==> src/rtl/add_seq_ctrl.sv <==
// Multi-byte adder/subtractor sequencer: streams an NBYTES-wide operation through
// an external 8-bit ripple adder, one byte per clock, LSB first.
module add_seq_ctrl #(
  parameter int NBYTES = 4
) (
  input  logic                  clk,
  input  logic                  rst_n,
  input  logic                  in_valid,
  output logic                  in_ready,
  input  logic [8*NBYTES-1:0]   op_a,
  input  logic [8*NBYTES-1:0]   op_b,
  input  logic                  op_cin,
  input  logic                  op_sub,
  output logic [7:0]            adder_a,
  output logic [7:0]            adder_b,
  output logic                  adder_cin,
  input  logic [7:0]            adder_sum,
  input  logic                  adder_cout,
  output logic                  out_valid,
  input  logic                  out_ready,
  output logic [8*NBYTES-1:0]   result,
  output logic                  out_cout,
  output logic                  out_ovf
);

  localparam int IW = (NBYTES > 1) ? $clog2(NBYTES) : 1;

  typedef enum logic [1:0] {IDLE, CALC, DONE} state_e;

  state_e                   state_q, state_d;
  logic [NBYTES-1:0][7:0]   a_q, a_d, b_q, b_d, res_q, res_d;
  logic [IW-1:0]            idx_q, idx_d;
  logic                     cy_q, cy_d;
  logic                     cout_q, cout_d;
  logic                     ovf_q, ovf_d;
  logic                     last;

  assign last = (idx_q == IW'(NBYTES - 1));

  always_comb begin
    state_d   = state_q;
    a_d       = a_q;
    b_d       = b_q;
    res_d     = res_q;
    idx_d     = idx_q;
    cy_d      = cy_q;
    cout_d    = cout_q;
    ovf_d     = ovf_q;
    adder_a   = '0;
    adder_b   = '0;
    adder_cin = 1'b0;
    case (state_q)
      IDLE: begin
        if (in_valid) begin
          a_d     = op_a;
          // Subtraction is A + ~B + 1; carry-in is forced so op_cin is ignored.
          b_d     = op_sub ? ~op_b : op_b;
          cy_d    = op_sub | op_cin;
          idx_d   = '0;
          state_d = CALC;
        end
      end
      CALC: begin
        adder_a      = a_q[idx_q];
        adder_b      = b_q[idx_q];
        adder_cin    = cy_q;
        res_d[idx_q] = adder_sum;
        cy_d         = adder_cout;
        idx_d        = idx_q + 1'b1;
        if (last) begin
          cout_d  = adder_cout;
          ovf_d   = (a_q[NBYTES-1][7] == b_q[NBYTES-1][7]) &&
                    (adder_sum[7] != a_q[NBYTES-1][7]);
          idx_d   = '0;
          state_d = DONE;
        end
      end
      DONE: begin
        // No accept on the hand-off edge: IDLE must be visited first.
        if (out_ready) state_d = IDLE;
      end
      default: state_d = IDLE;
    endcase
  end

  always_ff @(posedge clk or negedge rst_n) begin
    if (!rst_n) begin
      state_q <= IDLE;
      a_q     <= '0;
      b_q     <= '0;
      res_q   <= '0;
      idx_q   <= '0;
      cy_q    <= 1'b0;
      cout_q  <= 1'b0;
      ovf_q   <= 1'b0;
    end else begin
      state_q <= state_d;
      a_q     <= a_d;
      b_q     <= b_d;
      res_q   <= res_d;
      idx_q   <= idx_d;
      cy_q    <= cy_d;
      cout_q  <= cout_d;
      ovf_q   <= ovf_d;
    end
  end

  assign in_ready  = (state_q == IDLE);
  assign out_valid = (state_q == DONE);
  assign result    = res_q;
  assign out_cout  = cout_q;
  assign out_ovf   = ovf_q;

endmodule

==> config.mk <==
export PLATFORM = sky130hd
export DESIGN_NAME = add_seq_ctrl
export DESIGN_NICKNAME = d
export VERILOG_FILES = /design/src/rtl/add_seq_ctrl.sv
export SDC_FILE = /design/constraint.sdc
export NUM_CORES = 1
export LEC_CHECK = 0
export BUFFER_PORTS_ARGS = -buffer_cell sky130_fd_sc_hd__buf_2
export CAP_MARGIN = 20
export CORE_UTILIZATION = 25
export CTS_CLUSTER_DIAMETER = 50
export CTS_CLUSTER_SIZE = 24
export DETAILED_ROUTE_END_ITERATION = 10
export PLACE_DENSITY = 0.49
export SETUP_SLACK_MARGIN = 0.5
export SLEW_MARGIN = 20
export SYNTH_ARGS = -nofsm -noshare
export SYNTH_HDL_FRONTEND = slang
export SYNTH_SLANG_ARGS = --single-unit
==> constraint.sdc <==
create_clock -name clk -period 2.31 [get_ports clk]
set_clock_uncertainty 0.1 [all_clocks]
set_input_delay 0.3465 -clock clk [delete_from_list [all_inputs] [get_ports clk]]
set_output_delay 0.3465 -clock clk [all_outputs]
set_load 0.05 [all_outputs]
; ---- Word level (Yosys, flattened, before mapping)
; Index checks and enable logic that the tools add are counted.
[totals]
output_inout_bits = 53
reg_bits = 103
word_cells = 58
[op_classes]
n_eq_ne = 8
order_cmp = 2
mux = 20
reduce_logical = 8
n_addsub = 1
n_bitwise = 2
[ops]
columns = op, count
row1 = 2-to-1 mux 8 bit, 5
row2 = binary-select mux 8 bit (select 2 bit), 2
row3 = bitwise mux 32 bit, 1
row4 = 2-to-1 mux 32 bit, 1
row5 = NOT 32 bit, 1
row6 = demux 8 bit (select 2 bit), 1
row7 = 2-to-1 mux 2 bit, 5
row8 = one-hot mux 2 bit (3 select lines), 1
row9 = AND reduction 2 bit, 3
row10 = "== test 2 bit, second input constant", 2
row11 = "inequality test 2 bit, second input constant", 2
row12 = one-hot mux 2 bit (2 select lines), 1
row13 = "< comparator 2 x 3 -> 1 bit, second input constant", 1
row14 = AND reduction 3 bit, 1
row15 = "adder 2 x 1 -> 2 bit, second input constant", 1
row16 = "== test 2 x 1 -> 1 bit, second input constant", 1
row17 = ">= comparator 2 x 1 -> 1 bit, second input constant", 1
row18 = logical AND 1 bit, 2
row19 = logical NOT 2 bit, 1
row20 = 2-to-1 mux 1 bit, 2
row21 = "inequality test 2 x 1 -> 1 bit, second input constant", 1
row22 = one-hot mux 1 bit (2 select lines), 1
row23 = nonzero test 2 bit, 1
row24 = == test 1 bit, 1
row25 = 2 further kinds, 2

; ---- Longest topological paths before layout
[logic_depth]
depth_word = 5
ltp_mapped = 6
mapped_depth_nobuf = 4

; ---- Least setup slack after synthesis
; No wires, ideal clock.
[synth_timing]
kind = reg2out
start = register idx_q[0]
end = output adder_a[3]
t_required_ns = 1.864
path_buffers = 2
stages_incl_launch_ff = 5
setup_slack_ns = 0.343
t_arrival_ns = 1.521
path_cell_list = dfrtp_1 > buf_6 > buf_6 > mux4_2 > and2_1
[synth_between]
elab_chain_len = 3
[synth_rtl]
columns = item, line_no
row1 = start: declaration, 32  ; logic [IW-1:0] idx_q, idx_d;
row2 = start signal: assignment, 101  ; idx_q <= idx_d;
row3 = binary-select mux 8 bit (select 2 bit), 64  ; adder_a = a_q[idx_q];
row4 = 2-to-1 mux 8 bit (implied by the code), 64
row5 = 2-to-1 mux 8 bit, 52  ; case (state_q)
row6 = end: declaration, 14  ; output logic [7:0] adder_a,
; Every way passes these cells. The select of a mux whose other input is x is not followed.

; ---- Final worst setup path
[layout_timing]
start = register idx_q[0]
end = output adder_b[6]
[layout_between]
elab_chain_len = 3
[layout_rtl]
columns = item, line_no
row1 = binary-select mux 8 bit (select 2 bit), 65  ; adder_b = b_q[idx_q];
row2 = 2-to-1 mux 8 bit (implied by the code), 65
row3 = 2-to-1 mux 8 bit, 52
row4 = end: declaration, 15  ; output logic [7:0] adder_b,
; Every way passes these cells. The select of a mux whose other input is x is not followed.

==> summary.txt <==
Critical Path Fanout Max: 5
crit path time final: 2.243 ns
Final GP Congestion: 0.7350
Residual DRC: 0
Inserted Clock Buffers: 9
max incr delay on CP: 0.49 ns
Gate Count Post-Synth: 419
Rel. slew slack: 62.76%
aggregate global-route resource usage: 12.70%
final setup violation count: 0
Worst VDD drop: 0.5269 mV
Buffers on Ports: 131
RSZ-0062 raised after global routing: yes
Finished Layout Cells: 792
Routed WL: 12.21 mm
Clk pwr share: 13.0%
Worst path depth: 4
register area share after synthesis: 54.70%
post-detail-place hpwl: 7.998 mm
CTS Sinks: 103
CTS root buffer: clkbuf_16
drt first pass iters: 4
post-route cell area: 6492 sq um
Placement Cell Area: 5657 sq um
ratio of cells with drive above 1 in the final layout: 44.31%
WL per Instance: 15.42 um
GR Overflow Total: 0
status: complete, no violations
Hold Crit Class: input pin to flip-flop
vias in the first global route: 3457
CP required: 1.86 ns
synthesized area: 4712 sq um
initial antenna violation count: 1
Logic pwr share: 58.3%
power density over the cells: 1714 nW/um^2
Avg Cell Area, Syn: 11.25 sq um
clock latency at the later pin of the worst-skew pair: 0.35 ns
CTS tree: yes
endpoint class of the critical path: output pin
initial core utilization: 25.88%
Die ar.: 19400 sq um
clock slew at reported path FFs: 0.08 ns
CP Data Arrival Time: 1.80 ns
worst path bufs/invs: 2
Slew Viols, Final: 0
row cnt: 49
sw frac: 44.30%
hold path depth: 3
DRT iter0 DRCs: 98
Synth Warn #: 0
die width: 139.3 um
syn nets: 502
WS Path Type: flip-flop to output pin
Worst setup SP type: flip-flop
cell family with most CP delay: multiplexers
fmax: 445.7 MHz
setup TNS: 0 ns
largest net degree at the start of global routing: 68
Die Height: 139.3 um
vias post-DR: 3417
Nets: 640
register bit total from synthesis: 103
first-pass GRT wire length: 18.87 mm
Reg power frac: 28.6%
Int Pwr: 6.197 mW
Top Ports: 132
Final period util: 97.12%
Core Box Area: 18210 sq um
Max clock buf depth: 2
Fin. Hold Viols: 0
Synth cell types: 25
P_sw: 4.929 mW
crit path cell chain: clkbuf_16, mux4_2, and2_4, buf_8
CP max-delay cell: mux4_2
leakage power: 3.169 nW
total number of H-tree levels: 3
area delta synth->final: 37.79%
Worst Tran Pin Value: 0.5585 ns
max-cap viol count: 0
vias per cell: 4.314
dpl cells: 763
ANT nets after route: 0
r2r worst-path depth: 7
[cell type report]
type	instances	area (sq um)
diodes	1	2.502
multi-input cells	288	2243
well taps	229	286.5
clock inverters	7	50.05
flip-flops and latches	103	2581
fillers	1829	11720
inverters	3	16.27
clock buffers	9	225.2
repair buffers	152	1087
[power groups by stage]
stage,logic [mW],clock network [mW],registers [mW]
6_report,6.49,1.45,3.19
5_1_grt,6.91,1.61,3.31
4_1_cts,5.96,1.52,3.18
3_5_place_dp,5.25,0,3.22
3_3_place_gp,5.20,0,3.17
2_1_floorplan,3.05,0,4.15
[final timing paths]
| check | start | endpoint | slack, ns |
|---|---|---|---|
| setup reg to reg | idx_q[0] | result[26] | 0.36 |
| hold reg to reg | a_q[0] | a_q[0] | 0.38 |
| setup / recovery | idx_q[0] | adder_b[6] | 0.07 |
| max in group asynchronous | rst_n | b_q[19] | 0.93 |
| hold / removal | op_a[21] | a_q[21] | 0.09 |
| min in group asynchronous | rst_n | a_q[23] | 0.46 |
[cells by family (layout without fill, tap and decap cells)]
kind of cell,Yosys count,after routing,share of synthesized area (%)
buffers and inverters,29,171,3.717
flip-flops,103,103,54.70
other,0,1,0
adder cells (fa/ha/maj),4,4,1.062
XOR/XNOR,32,32,5.948
multiplexers,49,49,15.53
AO/OA/AOI/OAI,39,39,4.248
AND/OR/NAND/NOR,163,164,14.79
[routing by layer]
| metal | global-route usage, % | share of wire [%] | wire [um] | up-vias |
|---|---|---|---|---|
| met1 | 16.59 | 47 | 5786 | 1663 |
| met3 | 3.682 | 5.2 | 633 | 7 |
| met2 | 20.21 | 46 | 5665 | 90 |
| met5 | 0 | 0 | 0 | - |
| met4 | 4.035 | 1.0 | 125 | 0 |
| li1 | - | - | - | 1657 |
[synth_stat cells]
library cell	instances	share of area, %
nand2b_1	2	0.27
and2b_1	1	0.16
clkbuf_1	3	0.24
buf_6	6	1.4
nor2_1	2	0.16
nand2_1	131	10
mux2_1	2	0.48
o21ai_0	36	3.8
nand2_2	3	0.40
and2_1	17	2.3
or3b_1	1	0.19
buf_2	15	1.6
nor3b_2	1	0.27
xnor2_1	32	5.9
mux2_2	31	7.4
clkbuf_2	2	0.21
and3b_1	1	0.19
nand3b_1	1	0.16
dfrtp_1	103	55
o31ai_1	2	0.32
a21oi_1	1	0.11
mux4_2	16	7.6
nand3_1	3	0.32
ha_1	4	1.1
inv_1	3	0.24
[sequential cells by signal, summed over array words and instances, names as in the netlist]
signal    count
a_q          32
b_q          32
cy_q          1
idx_q         2
out_cout      1
out_ovf       1
result       32
state_q       2
[timing repair]
action / in CTS / in global routing
resized for setup: 66 / 64
setup buffers: 4 / 4
hold buffers: 1 / 0
cloned: 1 / 2
pin swaps: 5 / 3
endpoints found under the setup margin: 19 / 89
hold endpoints to repair: 40 / 0
[metrics by stage]
stage | hold WS [ns] | util [%] | setup slack, ns | total power, mW
after detailed placement | 0.2777 | 31.07 | 0.3677 | 8.462
after floorplan | -0.04909 | - | 0.4585 | 7.202
after global routing | 0.07611 | 35.64 | -0.003524 | 11.83
after global placement | 0.2765 | 31.07 | 0.3661 | 8.362
after CTS | 0.07020 | 34.03 | 0.003568 | 10.65
final | 0.09020 | 35.66 | 0.06652 | 11.13
[layout by cell type (no fill, tap or decap), types with 2 or more instances in the layout]
cell type,synthesis,layout
nand2_1,131,131
buf_2,15,111
dfrtp_1,103,100
o21ai_0,36,36
mux2_4,0,33
xnor2_1,32,32
and2_4,0,17
mux4_2,16,16
buf_8,0,16
clkbuf_16,0,10
buf_4,0,10
buf_6,6,9
inv_6,0,5
ha_4,0,4
buf_12,0,4
nand2_8,0,3
nand3_1,3,3
clkinv_2,0,3
dfrtp_2,0,3
nor2_1,2,2
inv_1,3,2
o31ai_1,2,2
[worst register-to-register path, stage by stage (launching register included)]
cell and delay [ns]:
dfrtp_2 0.47, clkbuf_16 0.19, buf_4 0.14, buf_6 0.12, ha_4 0.16, nand3b_1 0.16
buf_6 0.19, mux2_4 0.31
Note: power is estimated with default switching activity, not from simulation.
